<file path="src/rtl/msrv32_wb_sched_if.sv">
// Writeback scheduler bus: register-stage request, memory/CSR handshakes and WB-mux facing outputs.
interface msrv32_wb_sched_if;
    logic       instr_valid_in;
    logic [2:0] wb_mux_sel_in;
    logic [4:0] rd_addr_in;
    logic       rf_wr_en_in;
    logic       load_data_valid_in;
    logic       csr_ready_in;
    logic       flush_in;
    logic [2:0] wb_mux_sel_reg_out;
    logic [4:0] rd_addr_reg_out;
    logic       wr_en_int_out;
    logic       stall_out;
    logic       load_fault_out;

    modport master (
        output instr_valid_in, wb_mux_sel_in, rd_addr_in, rf_wr_en_in,
               load_data_valid_in, csr_ready_in, flush_in,
        input  wb_mux_sel_reg_out, rd_addr_reg_out, wr_en_int_out,
               stall_out, load_fault_out
    );

    modport slave (
        input  instr_valid_in, wb_mux_sel_in, rd_addr_in, rf_wr_en_in,
               load_data_valid_in, csr_ready_in, flush_in,
        output wb_mux_sel_reg_out, rd_addr_reg_out, wr_en_int_out,
               stall_out, load_fault_out
    );
endinterface

</file>
<file path="src/rtl/msrv32_wb_sched_unit.sv">
// Writeback scheduler: registers WB select/rd, gates the RF write and stalls on outstanding LU/CSR.
// Optional load/CSR timeout enabled by `define MSRV32_WB_TIMEOUT_EN.
//   state    | meaning
//   IDLE     | nothing outstanding
//   WAIT_LU  | waiting on load data
//   WAIT_CSR | waiting on CSR read data
module msrv32_wb_sched_unit #(
    parameter int TIMEOUT_CYCLES = 16,
    parameter int CNT_W          = 5
) (
    input  logic              ms_riscv32_mp_clk_in,
    input  logic              ms_riscv32_mp_rst_in,
    msrv32_wb_sched_if.slave  bus
);
    typedef enum logic [1:0] {IDLE, WAIT_LU, WAIT_CSR} state_t;

    if (TIMEOUT_CYCLES < 2 || TIMEOUT_CYCLES > 31 || (2 ** CNT_W) <= TIMEOUT_CYCLES) begin : g_cfg_check
        $error("msrv32_wb_sched_unit: illegal TIMEOUT_CYCLES/CNT_W");
    end

    state_t     state, state_nxt;
    logic [2:0] sel_q;
    logic [4:0] rd_q;
    logic       we_q;
    logic       single_wr_q;
    logic       waiting, completion, timeout, stall, accept;
    logic       sel_lu, sel_csr, sel_single, we_in;

    assign sel_lu     = (bus.wb_mux_sel_in == 3'b001);
    assign sel_csr    = (bus.wb_mux_sel_in == 3'b100);
    assign sel_single = (bus.wb_mux_sel_in == 3'b000) || (bus.wb_mux_sel_in == 3'b010) ||
                        (bus.wb_mux_sel_in == 3'b011) || (bus.wb_mux_sel_in == 3'b101);
    // Reserved selects are accepted but can never write.
    assign we_in      = bus.rf_wr_en_in & (bus.rd_addr_in != 5'd0) & (sel_single | sel_lu | sel_csr);

    assign waiting    = (state != IDLE);
    assign completion = ((state == WAIT_LU)  & bus.load_data_valid_in) |
                        ((state == WAIT_CSR) & bus.csr_ready_in);
    assign stall      = waiting & ~completion & ~timeout & ~bus.flush_in;
    assign accept     = bus.instr_valid_in & ~stall & ~bus.flush_in;

`ifdef MSRV32_WB_TIMEOUT_EN
    logic [CNT_W-1:0] cnt;

    always_ff @(posedge ms_riscv32_mp_clk_in) begin
        if (ms_riscv32_mp_rst_in) begin
            cnt <= '0;
        end else if (accept) begin
            cnt <= '0;
        end else if (waiting & ~completion & ~bus.flush_in) begin
            cnt <= cnt + 1'b1;
        end
    end

    assign timeout = waiting & ~completion & (cnt == CNT_W'(TIMEOUT_CYCLES - 1));
`else
    assign timeout = 1'b0;
`endif

    always_ff @(posedge ms_riscv32_mp_clk_in) begin
        if (ms_riscv32_mp_rst_in) begin
            state       <= IDLE;
            sel_q       <= 3'b000;
            rd_q        <= 5'd0;
            we_q        <= 1'b0;
            single_wr_q <= 1'b0;
        end else begin
            state       <= state_nxt;
            single_wr_q <= accept & sel_single & we_in;
            if (accept) begin
                sel_q <= bus.wb_mux_sel_in;
                rd_q  <= bus.rd_addr_in;
                we_q  <= we_in;
            end
        end
    end

    always_comb begin
        state_nxt = state;
        if (accept) begin
            if (sel_lu) begin
                state_nxt = WAIT_LU;
            end else if (sel_csr) begin
                state_nxt = WAIT_CSR;
            end else begin
                state_nxt = IDLE;
            end
        end else if (waiting & (completion | timeout | bus.flush_in)) begin
            state_nxt = IDLE;
        end
    end

    // Flush outranks completion and timeout: it drops both the write and the fault.
    assign bus.wr_en_int_out      = (single_wr_q | (completion & we_q)) & ~bus.flush_in;
    assign bus.load_fault_out     = timeout & ~bus.flush_in;
    assign bus.stall_out          = stall;
    assign bus.wb_mux_sel_reg_out = sel_q;
    assign bus.rd_addr_reg_out    = rd_q;
endmodule

</file>
<file path="src/flat_wrapper.sv">
// flat-port wrapper written by rule: the top's interface ports become plain ports
module msrv32_wb_sched_unit_flat 
#(
    parameter int TIMEOUT_CYCLES = 16,
    parameter int CNT_W          = 5
)
  (ms_riscv32_mp_clk_in, ms_riscv32_mp_rst_in, bus_instr_valid_in, bus_wb_mux_sel_in, bus_rd_addr_in, bus_rf_wr_en_in, bus_load_data_valid_in, bus_csr_ready_in, bus_flush_in, bus_wb_mux_sel_reg_out, bus_rd_addr_reg_out, bus_wr_en_int_out, bus_stall_out, bus_load_fault_out);
  msrv32_wb_sched_if bus_i ();
  input  logic ms_riscv32_mp_clk_in;
  input  logic ms_riscv32_mp_rst_in;
  input wire logic [$bits(bus_i.instr_valid_in)-1:0] bus_instr_valid_in;
  input wire logic [$bits(bus_i.wb_mux_sel_in)-1:0] bus_wb_mux_sel_in;
  input wire logic [$bits(bus_i.rd_addr_in)-1:0] bus_rd_addr_in;
  input wire logic [$bits(bus_i.rf_wr_en_in)-1:0] bus_rf_wr_en_in;
  input wire logic [$bits(bus_i.load_data_valid_in)-1:0] bus_load_data_valid_in;
  input wire logic [$bits(bus_i.csr_ready_in)-1:0] bus_csr_ready_in;
  input wire logic [$bits(bus_i.flush_in)-1:0] bus_flush_in;
  output wire logic [$bits(bus_i.wb_mux_sel_reg_out)-1:0] bus_wb_mux_sel_reg_out;
  output wire logic [$bits(bus_i.rd_addr_reg_out)-1:0] bus_rd_addr_reg_out;
  output wire logic [$bits(bus_i.wr_en_int_out)-1:0] bus_wr_en_int_out;
  output wire logic [$bits(bus_i.stall_out)-1:0] bus_stall_out;
  output wire logic [$bits(bus_i.load_fault_out)-1:0] bus_load_fault_out;
  assign bus_i.instr_valid_in = bus_instr_valid_in;
  assign bus_i.wb_mux_sel_in = bus_wb_mux_sel_in;
  assign bus_i.rd_addr_in = bus_rd_addr_in;
  assign bus_i.rf_wr_en_in = bus_rf_wr_en_in;
  assign bus_i.load_data_valid_in = bus_load_data_valid_in;
  assign bus_i.csr_ready_in = bus_csr_ready_in;
  assign bus_i.flush_in = bus_flush_in;
  assign bus_wb_mux_sel_reg_out = bus_i.wb_mux_sel_reg_out;
  assign bus_rd_addr_reg_out = bus_i.rd_addr_reg_out;
  assign bus_wr_en_int_out = bus_i.wr_en_int_out;
  assign bus_stall_out = bus_i.stall_out;
  assign bus_load_fault_out = bus_i.load_fault_out;
  msrv32_wb_sched_unit #(.TIMEOUT_CYCLES(TIMEOUT_CYCLES), .CNT_W(CNT_W)) u_core (.ms_riscv32_mp_clk_in(ms_riscv32_mp_clk_in), .ms_riscv32_mp_rst_in(ms_riscv32_mp_rst_in), .bus(bus_i));
endmodule
</file>
<file path="config.mk">
export PLATFORM = sky130hd
export DESIGN_NAME = msrv32_wb_sched_unit_flat
export DESIGN_NICKNAME = d
export VERILOG_FILES = /design/src/rtl/msrv32_wb_sched_if.sv /design/src/rtl/msrv32_wb_sched_unit.sv /design/src/flat_wrapper.sv
export SDC_FILE = /design/constraint.sdc
export NUM_CORES = 1
export LEC_CHECK = 0
export ABC_AREA = 1
export ABC_CLOCK_PERIOD_IN_PS = 2100
export BUFFER_PORTS_ARGS = -buffer_cell sky130_fd_sc_hd__buf_4
export CORE_MARGIN = 2
export CORE_UTILIZATION = 45
export DETAILED_ROUTE_END_ITERATION = 6
export MAX_ROUTING_LAYER = met4
export PLACE_DENSITY = 0.76
export SLEW_MARGIN = 5
export SYNTH_ARGS = -nofsm -noshare
export SYNTH_HDL_FRONTEND = slang
export SYNTH_SLANG_ARGS = --single-unit
</file>
<file path="constraint.sdc">
create_clock -name ms_riscv32_mp_clk_in -period 2.1 [get_ports ms_riscv32_mp_clk_in]
set_input_delay 0.42 -clock ms_riscv32_mp_clk_in [delete_from_list [all_inputs] [get_ports ms_riscv32_mp_clk_in]]
set_output_delay 0.42 -clock ms_riscv32_mp_clk_in [all_outputs]
set_load 0.05 [all_outputs]
</file>
==> impl_metrics.py, run 1 <==
metrics = {
    "final_layout": {
        "diodes": 0,
        "area_growth_pct": 34.0,
        "nNetsFinal": 121,
        "post_route_cells_drive_above_1_share": 0.462,
        "stdcell_area_sq_um": 798,
        "n_fill_cell": 132,
    },
    "synth": {
        "synth.distinct_cells": 20,
        "yosys.area.top_type": "dfxtp_1",
        "syn_avg_cell_area_sq_um": 7.54,
        "synth-seq-cells": 12,
        "syn_area_sq_um": 596,
        "synth_top_area_frac": 0.403,
        "synth_seq_area_share": 0.403,
        "synth_nets": 94,
        "synth_area_leaders": "dfxtp_1, nand2_2, nor2_2, nor2_1, o21ai_0",
        "synth_cells": 79,
        "yosysWarnings": 0,
    },
    "worst_setup_path": {
        "reg2regPathDepth": 7,
        "worst-setup-path-type": "reg -> out",
        "critical_path.max_fanout": 4,
        "critPathCaptureType": "output port",
        "crit_path_start_kind": "flip-flop",
        "worstReg2RegEnd": "u_core.we_q",
        "cp.arrival_ns": 1.19,
        "reg2reg_slack_ns": 0.90,
        "required_ns": 1.68,
        "rr_startpoint": "u_core.state[0]",
    },
    "power": {
        "p_int_mw": 0.352,
        "pwr-share-seq": 0.483,
        "power_density_mw_per_mm2": 637,
        "p_comb_frac": 0.247,
        "switchingPower_mw": 0.156,
        "leakagePower_nw": 0.377,
        "ir_worst_vdd_uv": 340,
        "clkPwrFrac": 0.270,
        "sw_frac_of_total": 0.307,
    },
    "drt": {
        "drt-total-wl_mm": 1.14,
        "dr_total_vias": 560,
        "avgViaCountPerCell": 4.71,
        "first_pass_iters": 2,
        "drc": 0,
        "drtIter0Drc": 3,
        "antenna_left": 0,
        "wl_per_cell_um": 9.57,
    },
    "timing": {
        "setup_tns_ns": 0,
        "final_max_slew_viol_count": 0,
        "rsz0062_at_grt": "no",
        "post-route-min-period_ns": 1.61,
        "finClkSkew_ns": 0.000702,
        "post-route-period-util": 0.767,
        "fmax_ghz": 0.621,
        "final-setup-viol-count": 0,
        "finalHoldViolCount": 0,
    },
    "cts": {
        "cts_tree": "done",
        "cts_root_buf": "clkbuf_4",
        "clk_path_buf_depth": 2,
        "postCtsSetupBuffers": 0,
        "clkTransAtPathRegs_ns": 0.07,
        "clock_sinks": 12,
        "hold_buffers": 0,
        "htree_levels": 1,
        "clkLatencyLatePin_ns": 0.27,
        "cts_buffers": 3,
        "cts-resized-gates": 0,
    },
    "hold_path": {
        "hold_start": "ms_riscv32_mp_rst_in",
        "hp-class": "in -> reg",
        "whs_endpoint": "u_core.bus.wb_mux_sel_reg_out[2]",
        "whs_path_depth": 2,
    },
    "global_routing": {
        "grt_max_degree": 12,
        "antenna_found_initial": 0,
        "grt_first_pass_wirelength_mm": 1.73,
        "grt_pass1_vias": 435,
        "grt-ovfl-total": 0,
        "track_usage": 0.165,
    },
    "die": {
        "die_h_um": 40.4,
        "die_w_um": 40.4,
        "ios": 26,
        "start_util": 0.469,
        "core-area_sq_mm": 0.00127,
        "num_rows": 13,
        "die_area_sq_mm": 0.00163,
    },
    "placed_design": {
        "dp_hpwl_um": 949,
        "port_buffers": 24,
        "place_area_sq_um": 776,
        "place.gp.congestion": 0.771,
    },
    "outcome": {
        "status": "finished clean",
    },
    "job": {
        "cap_violations": 0,
    },
}
[cell usage after synthesis, drive strengths merged]
| master | count |
|---|---|
| nand2 | 17 |
| a21oi | 4 |
| nand3 | 4 |
| dfxtp | 12 |
| o21ai | 7 |
| a21boi | 1 |
| buf | 2 |
| a31oi | 1 |
| nor2 | 20 |
| nor3 | 1 |
| conb | 1 |
| nand3b | 1 |
| inv | 8 |
[per-stage QoR]
| step | power [mW] | setup slack [ns] | utilization | hold slack [ns] | std cells |
|---|---|---|---|---|---|
| 6_report | 0.508 | 0.489 | 0.629 | 0.336 | 119 |
| 5_1_grt | 0.533 | 0.416 | 0.629 | 0.336 | 119 |
| 4_1_cts | 0.511 | 0.484 | 0.629 | 0.339 | 119 |
| 3_5_place_dp | 0.377 | 0.607 | 0.611 | 0.459 | 116 |
| 3_3_place_gp | 0.375 | 0.638 | 0.611 | 0.453 | 116 |
| 2_1_floorplan | 0.333 | 0.410 | - | 0.440 | 79 |
[final cells by class]
class                   instances  area [sq um]  area share
multi-input cells              57           307       0.384
well taps                      15          18.8      0.0235
flip-flops and latches         12           240       0.301
clock buffers                   3          22.5      0.0282
repair buffers                 24           180       0.226
inverters                       8          30.0      0.0376
[cell usage in the layout (no fill, tap or decap), drive strengths merged]
cell type   n
a21boi      1
a21oi       4
dfxtp      12
nand3b      1
clkbuf      3
nand2      17
buf        24
o21ai       7
conb        1
nor2       20
a31oi       1
inv         8
nor3        1
nand3       4
[flip-flops by register name, summed over array words and instances (netlist names)]
signal and count:
u_core.bus.rd_addr_reg_out 5, u_core.single_wr_q 1, u_core.we_q 1, u_core.state 2
u_core.bus.wb_mux_sel_reg_out 3
[power groups by stage]
stage	clock (mW)	sequential (mW)	combinational (mW)
2_1_floorplan	0	0.285	0.0485
3_3_place_gp	0	0.251	0.125
3_5_place_dp	0	0.251	0.127
4_1_cts	0.138	0.246	0.127
5_1_grt	0.150	0.247	0.136
6_report	0.137	0.246	0.125
[cells by family (layout without fill, tap and decap cells)]
group | after synthesis | in the layout | share of synthesized area
and+or+nand+nor | 43 | 43 | 0.393
AOI/OAI and AO/OA | 13 | 13 | 0.116
DFF | 12 | 12 | 0.403
buffers and inverters | 10 | 35 | 0.0819
other | 1 | 1 | 0.00630
[worst max-delay path: stages, from the launching register on]
cell and delay, ns:
dfxtp_1 0.34, inv_2 0.05, nand2_2 0.08, nand2_4 0.06
nor2_4 0.16, buf_4 0.22
[layer usage]
layer / wire (um) / GRT usage / up-vias
met5: 0 / - / -
met4: 15 / 0.0750 / 0
met3: 81 / 0.0444 / 2
met2: 534 / 0.250 / 20
met1: 507 / 0.203 / 241
li1: - / - / 297
[worst max path at each step]
stage / endpoint / startpoint / cells after the start
floorplan: bus_wr_en_int_out / bus_csr_ready_in / 4
global placement: bus_stall_out / bus_csr_ready_in / 5
detailed placement: bus_stall_out / bus_load_data_valid_in / 5
CTS: bus_stall_out / u_core.state[1] / 5
global route: bus_stall_out / u_core.state[1] / 5
finish: bus_stall_out / u_core.state[0] / 5
Power figures use the tool's default switching activity.
==> run 2: changes to the inputs <==
--- a/config.mk
+++ b/config.mk
@@ -6,13 +6,13 @@
 export NUM_CORES = 1
 export LEC_CHECK = 0
 export ABC_AREA = 1
-export ABC_CLOCK_PERIOD_IN_PS = 2100
+export ABC_CLOCK_PERIOD_IN_PS = 1600
 export BUFFER_PORTS_ARGS = -buffer_cell sky130_fd_sc_hd__buf_4
 export CORE_MARGIN = 2
-export CORE_UTILIZATION = 45
+export CORE_UTILIZATION = 44
 export DETAILED_ROUTE_END_ITERATION = 6
 export MAX_ROUTING_LAYER = met4
-export PLACE_DENSITY = 0.76
+export PLACE_DENSITY = 0.75
 export SLEW_MARGIN = 5
 export SYNTH_ARGS = -nofsm -noshare
 export SYNTH_HDL_FRONTEND = slang
==> constraint.sdc (replaced) <==
create_clock -name ms_riscv32_mp_clk_in -period 1.6 [get_ports ms_riscv32_mp_clk_in]
set_input_delay 0.32 -clock ms_riscv32_mp_clk_in [delete_from_list [all_inputs] [get_ports ms_riscv32_mp_clk_in]]
set_output_delay 0.32 -clock ms_riscv32_mp_clk_in [all_outputs]
set_load 0.05 [all_outputs]
==> run 2 against run 1 <==
Die area rose by 2.0%. Largest power group unchanged. Sequential share of layout area decreased by 0.31 points. Global-route usage is 2.5 points higher. Utilization is 0.18 points higher. Worst hold slack got worse by 0.11 ns. Final area increased by 1.6%. Clock skew is 0.0055 ns higher. Clock-buffer cell count did not move. First-iteration DRC count increased by 33%. Critical path type unchanged. Register-to-register slack lost 0.48 ns. Clock power is 37% higher. Flip-flop and latch count is the same.
==> impl_metrics.py, run 2 (synthesis gave the netlist of run 1 again) <==
metrics = {
    "worst_setup_path": {
        "max_stage_delay_ns": 0.34,
        "path_delay_family": "flip-flops",
        "critPathBufInv": 2,
        "crit_path_start_kind": "flip-flop",
        "required_ns": 1.28,
        "worst-setup-path-type": "reg -> out",
        "critical_path.max_fanout": 2,
        "cp_slowest_cell": "dfxtp_1",
        "cp.arrival_ns": 1.21,
        "crit_path_cell_trace": "inv_2 -> nand2_2 -> nand2_4 -> a31oi_1 -> nor2_1 -> buf_4",
        "critPathCaptureType": "output port",
    },
    "hold_path": {
        "hp-class": "in -> reg",
    },
    "die": {
        "ios": 26,
        "num_rows": 13,
        "die_area_sq_mm": 0.00166,
        "core-area_sq_mm": 0.00128,
        "die_h_um": 40.8,
        "die_w_um": 40.8,
        "start_util": 0.463,
    },
    "timing": {
        "final-setup-viol-count": 0,
        "post-route-period-util": 0.957,
        "setup_tns_ns": 0,
        "fin_ws_ns": 0.0694,
        "post-route-min-period_ns": 1.53,
        "finClkSkew_ns": 0.00624,
        "final_max_slew_viol_count": 0,
        "fmax_ghz": 0.653,
        "finalHoldViolCount": 0,
        "whs_ns": 0.221,
        "rsz0062_at_grt": "no",
    },
    "drt": {
        "first_pass_iters": 4,
        "avgViaCountPerCell": 4.76,
        "drt-total-wl_mm": 1.24,
        "antenna_left": 0,
        "wl_per_cell_um": 10.4,
        "drtIter0Drc": 4,
        "drc": 0,
        "dr_total_vias": 571,
    },
    "final_layout": {
        "nNetsFinal": 122,
        "n_fill_cell": 127,
        "layout_common_cells": "buf_4, nor2_1, dfxtp_1",
        "final_util": 0.631,
        "largest_register_ffs": 5,
        "area_growth_pct": 36.1,
        "post_route_cells_drive_above_1_share": 0.476,
        "seq_area_sq_um": 241,
        "layout_commonest_cell": "buf_4",
        "diodes": 0,
        "multi_input_area_sq_um": 307,
    },
    "global_routing": {
        "grt_max_degree": 10,
        "grt-ovfl-total": 0,
        "grt_busiest_layer": "met2",
        "antenna_found_initial": 0,
        "grt_first_pass_wirelength_mm": 1.93,
        "gr-usage-met1": 0.216,
        "met2_usage": 0.293,
        "grtUsageMet3": 0.0489,
        "grt_pass1_vias": 474,
        "track_usage": 0.190,
    },
    "power": {
        "ir_worst_vdd_uv": 491,
        "leakagePower_nw": 0.384,
        "power_density_mw_per_mm2": 835,
    },
    "cts": {
        "htree_levels": 1,
        "cts_buffers": 3,
        "cts_root_buf": "clkbuf_4",
        "postCtsSetupBuffers": 0,
        "clkTransAtPathRegs_ns": 0.07,
        "cts_tree": "done",
        "clock_sinks": 12,
        "clk_path_buf_depth": 2,
        "cts-resized-gates": 0,
        "hold_buffers": 0,
        "clkLatencyLatePin_ns": 0.28,
    },
    "job": {
        "cap_violations": 0,
    },
    "placed_design": {
        "dp_hpwl_um": 993,
        "place.gp.congestion": 0.799,
        "port_buffers": 24,
        "pre_cts_slack_ns": 0.305,
    },
    "outcome": {
        "status": "finished clean",
    },
}
-- run 2: changes by cell type in the layout (fill, tap and decap cells not counted) --
cell,change
dfxtp_2,+1
buf_6,+1
dfxtp_1,-1
-- run 2: through the flow --
stage                     area (sq um)  std cells  power, mW
after floorplan                    596         79      0.437
after global placement             783        117      0.495
after detailed placement           783        117      0.498
after CTS                          806        120      0.689
after global routing               811        120      0.713
final                              811        120      0.677
-- run 2: power breakdown --
part | internal (mW) | switching, mW
clock network | 0.0873 | 0.100
logic | 0.0633 | 0.104
registers | 0.313 | 0.00915
-- run 2: final cells by class --
class,count,area share
multi-input combinational,57,0.378
sequential,12,0.298
timing repair buffer,25,0.236
inverter,8,0.0370
clock buffer,3,0.0278
tap,15,0.0231
-- run 2: layer usage --
layer | part of all wire | vias up
li1 | - | 298
met1 | 0.42 | 256
met2 | 0.52 | 14
met3 | 0.045 | 3
met4 | 0.017 | 0
met5 | 0 | -
-- run 2: final timing paths --
kind	start	to	slack, ns	depth (start not counted)
setup / recovery	u_core.state[0]	bus_wr_en_int_out	0.07	6
hold / removal	ms_riscv32_mp_rst_in	u_core.state[1]	0.22	2
setup reg to reg	u_core.state[0]	u_core.bus.wb_mux_sel_reg_out[0]	0.42	8
hold reg to reg	u_core.we_q	u_core.we_q	0.47	2
-- run 2: worst reg2reg max path: cells and delay by family (launching register included) --
kind / cells / cell delay [ns]
DFF: 1 / 0.34
and+or+nand+nor: 6 / 0.51
buffers and inverters: 2 / 0.22
==> run 3: changes to the inputs <==
--- a/config.mk
+++ b/config.mk
@@ -12,7 +12,7 @@
 export CORE_UTILIZATION = 44
 export DETAILED_ROUTE_END_ITERATION = 6
 export MAX_ROUTING_LAYER = met4
-export PLACE_DENSITY = 0.75
+export PLACE_DENSITY = 0.8
 export SLEW_MARGIN = 5
 export SYNTH_ARGS = -nofsm -noshare
 export SYNTH_HDL_FRONTEND = slang
==> run 3 against run 2 <==
Via count up 1.6%. Critical path type unchanged. Final area up 1.1%. Power up 8.9%. Highest routed layer unchanged. Utilization up 0.68 points.
==> impl_metrics.py, run 3 (synthesis gave the netlist of run 1 again) <==
metrics = {
    "final_layout": {
        "layoutNonFillerInstCount": 121,
        "final_util": 0.638,
        "stdcell_area_sq_um": 820,
        "multi_input_area_sq_um": 307,
        "diodes": 0,
        "largest_register_ffs": 5,
        "post_route_cells_drive_above_1_share": 0.472,
        "layout_commonest_cell": "buf_4",
        "layout_common_cells": "buf_4, dfxtp_1, nor2_1",
        "area_growth_pct": 37.6,
        "n_fill_cell": 110,
        "seq_area_sq_um": 240,
        "nNetsFinal": 122,
    },
    "cts": {
        "cts_tree": "done",
        "htree_levels": 1,
        "hold_buffers": 0,
        "cts_root_buf": "clkbuf_4",
        "clk_path_buf_depth": 2,
        "clock_sinks": 12,
        "postCtsSetupBuffers": 0,
        "clkTransAtPathRegs_ns": 0.08,
        "cts-resized-gates": 0,
        "cts_buffers": 3,
        "clkLatencyLatePin_ns": 0.28,
    },
    "outcome": {
        "status": "finished clean",
    },
    "drt": {
        "avgViaCountPerCell": 4.79,
        "antenna_left": 0,
        "drc": 0,
        "wl_met3_um": 44,
        "drt-met1-wl_um": 489,
        "drt-total-wl_mm": 1.21,
        "first_pass_iters": 4,
        "drtIter0Drc": 12,
        "dr_total_vias": 580,
        "highest_layer": "met4",
        "route.met2.wl_um": 636,
        "wl_per_cell_um": 9.97,
    },
    "power": {
        "leakagePower_nw": 0.390,
        "power_density_mw_per_mm2": 900,
        "finalPower_mw": 0.737,
        "ir_worst_vdd_uv": 565,
    },
    "global_routing": {
        "track_usage": 0.180,
        "grt_max_degree": 10,
        "grt-ovfl-total": 0,
        "grt_first_pass_wirelength_mm": 1.87,
        "grt_pass1_vias": 507,
        "antenna_found_initial": 0,
    },
    "worst_setup_path": {
        "critPathCaptureType": "output port",
        "worst-setup-path-type": "reg -> out",
        "critical_path.max_fanout": 4,
        "crit_path_start_kind": "flip-flop",
        "cp.arrival_ns": 1.21,
        "required_ns": 1.28,
    },
    "placed_design": {
        "place.gp.congestion": 0.761,
        "dp_cells": 117,
        "port_buffers": 24,
        "dp_hpwl_um": 949,
        "place_area_sq_um": 783,
        "pre_cts_slack_ns": 0.315,
    },
    "die": {
        "die_w_um": 40.8,
        "start_util": 0.463,
        "die_h_um": 40.8,
        "ios": 26,
        "die_area_sq_mm": 0.00166,
        "num_rows": 13,
        "core-area_sq_mm": 0.00128,
    },
    "timing": {
        "finalHoldViolCount": 0,
        "whs_ns": 0.223,
        "final_max_slew_viol_count": 0,
        "post-route-min-period_ns": 1.53,
        "setup_tns_ns": 0,
        "fmax_ghz": 0.655,
        "fin_ws_ns": 0.0741,
        "post-route-period-util": 0.954,
        "finClkSkew_ns": 0.000986,
        "rsz0062_at_grt": "no",
        "final-setup-viol-count": 0,
    },
    "job": {
        "cap_violations": 0,
    },
    "hold_path": {
        "hp-class": "in -> reg",
    },
}
-- run 3: cell types whose count changed in the layout (fill, tap and decap cells not counted), sizes merged --
cell	change
clkbuf	+1
-- run 3: area by class of cell --
| cell class | count | area share |
|---|---|---|
| Tap cell | 15 | 0.0229 |
| Multi-Input combinational cell | 57 | 0.374 |
| Timing Repair Buffer | 25 | 0.229 |
| Sequential cell | 12 | 0.293 |
| Inverter | 8 | 0.0366 |
| Clock buffer | 4 | 0.0443 |
-- run 3: power breakdown --
part | total [mW] | internal (mW) | leakage, nW | switching [mW]
clock network | 0.249 | 0.139 | 0.0210 | 0.110
logic | 0.166 | 0.0633 | 0.270 | 0.103
registers | 0.322 | 0.313 | 0.0983 | 0.00884
-- run 3: path summary, 6_finish.rpt --
| check | startpoint | to | slack [ns] | cells past startpoint |
|---|---|---|---|---|
| setup reg to reg | u_core.state[1] | u_core.bus.rd_addr_reg_out[2] | 0.42 | 8 |
| hold reg to reg | u_core.bus.wb_mux_sel_reg_out[2] | u_core.bus.wb_mux_sel_reg_out[2] | 0.47 | 2 |
| hold / removal | ms_riscv32_mp_rst_in | u_core.we_q | 0.22 | 2 |
| setup / recovery | u_core.state[1] | bus_stall_out | 0.07 | 5 |
-- run 3: routing by layer --
metal  up-vias  track usage
met5         -            -
met3         6       0.0163
met1       259        0.178
li1        300            -
met4         0        0.142
met2        15        0.316
-- run 3: critical path: stages (launching register included) --
cell and delay, ns:
dfxtp_1 0.36, inv_2 0.05, nand2_2 0.08, nand2_4 0.06, nor2_4 0.16, buf_4 0.22
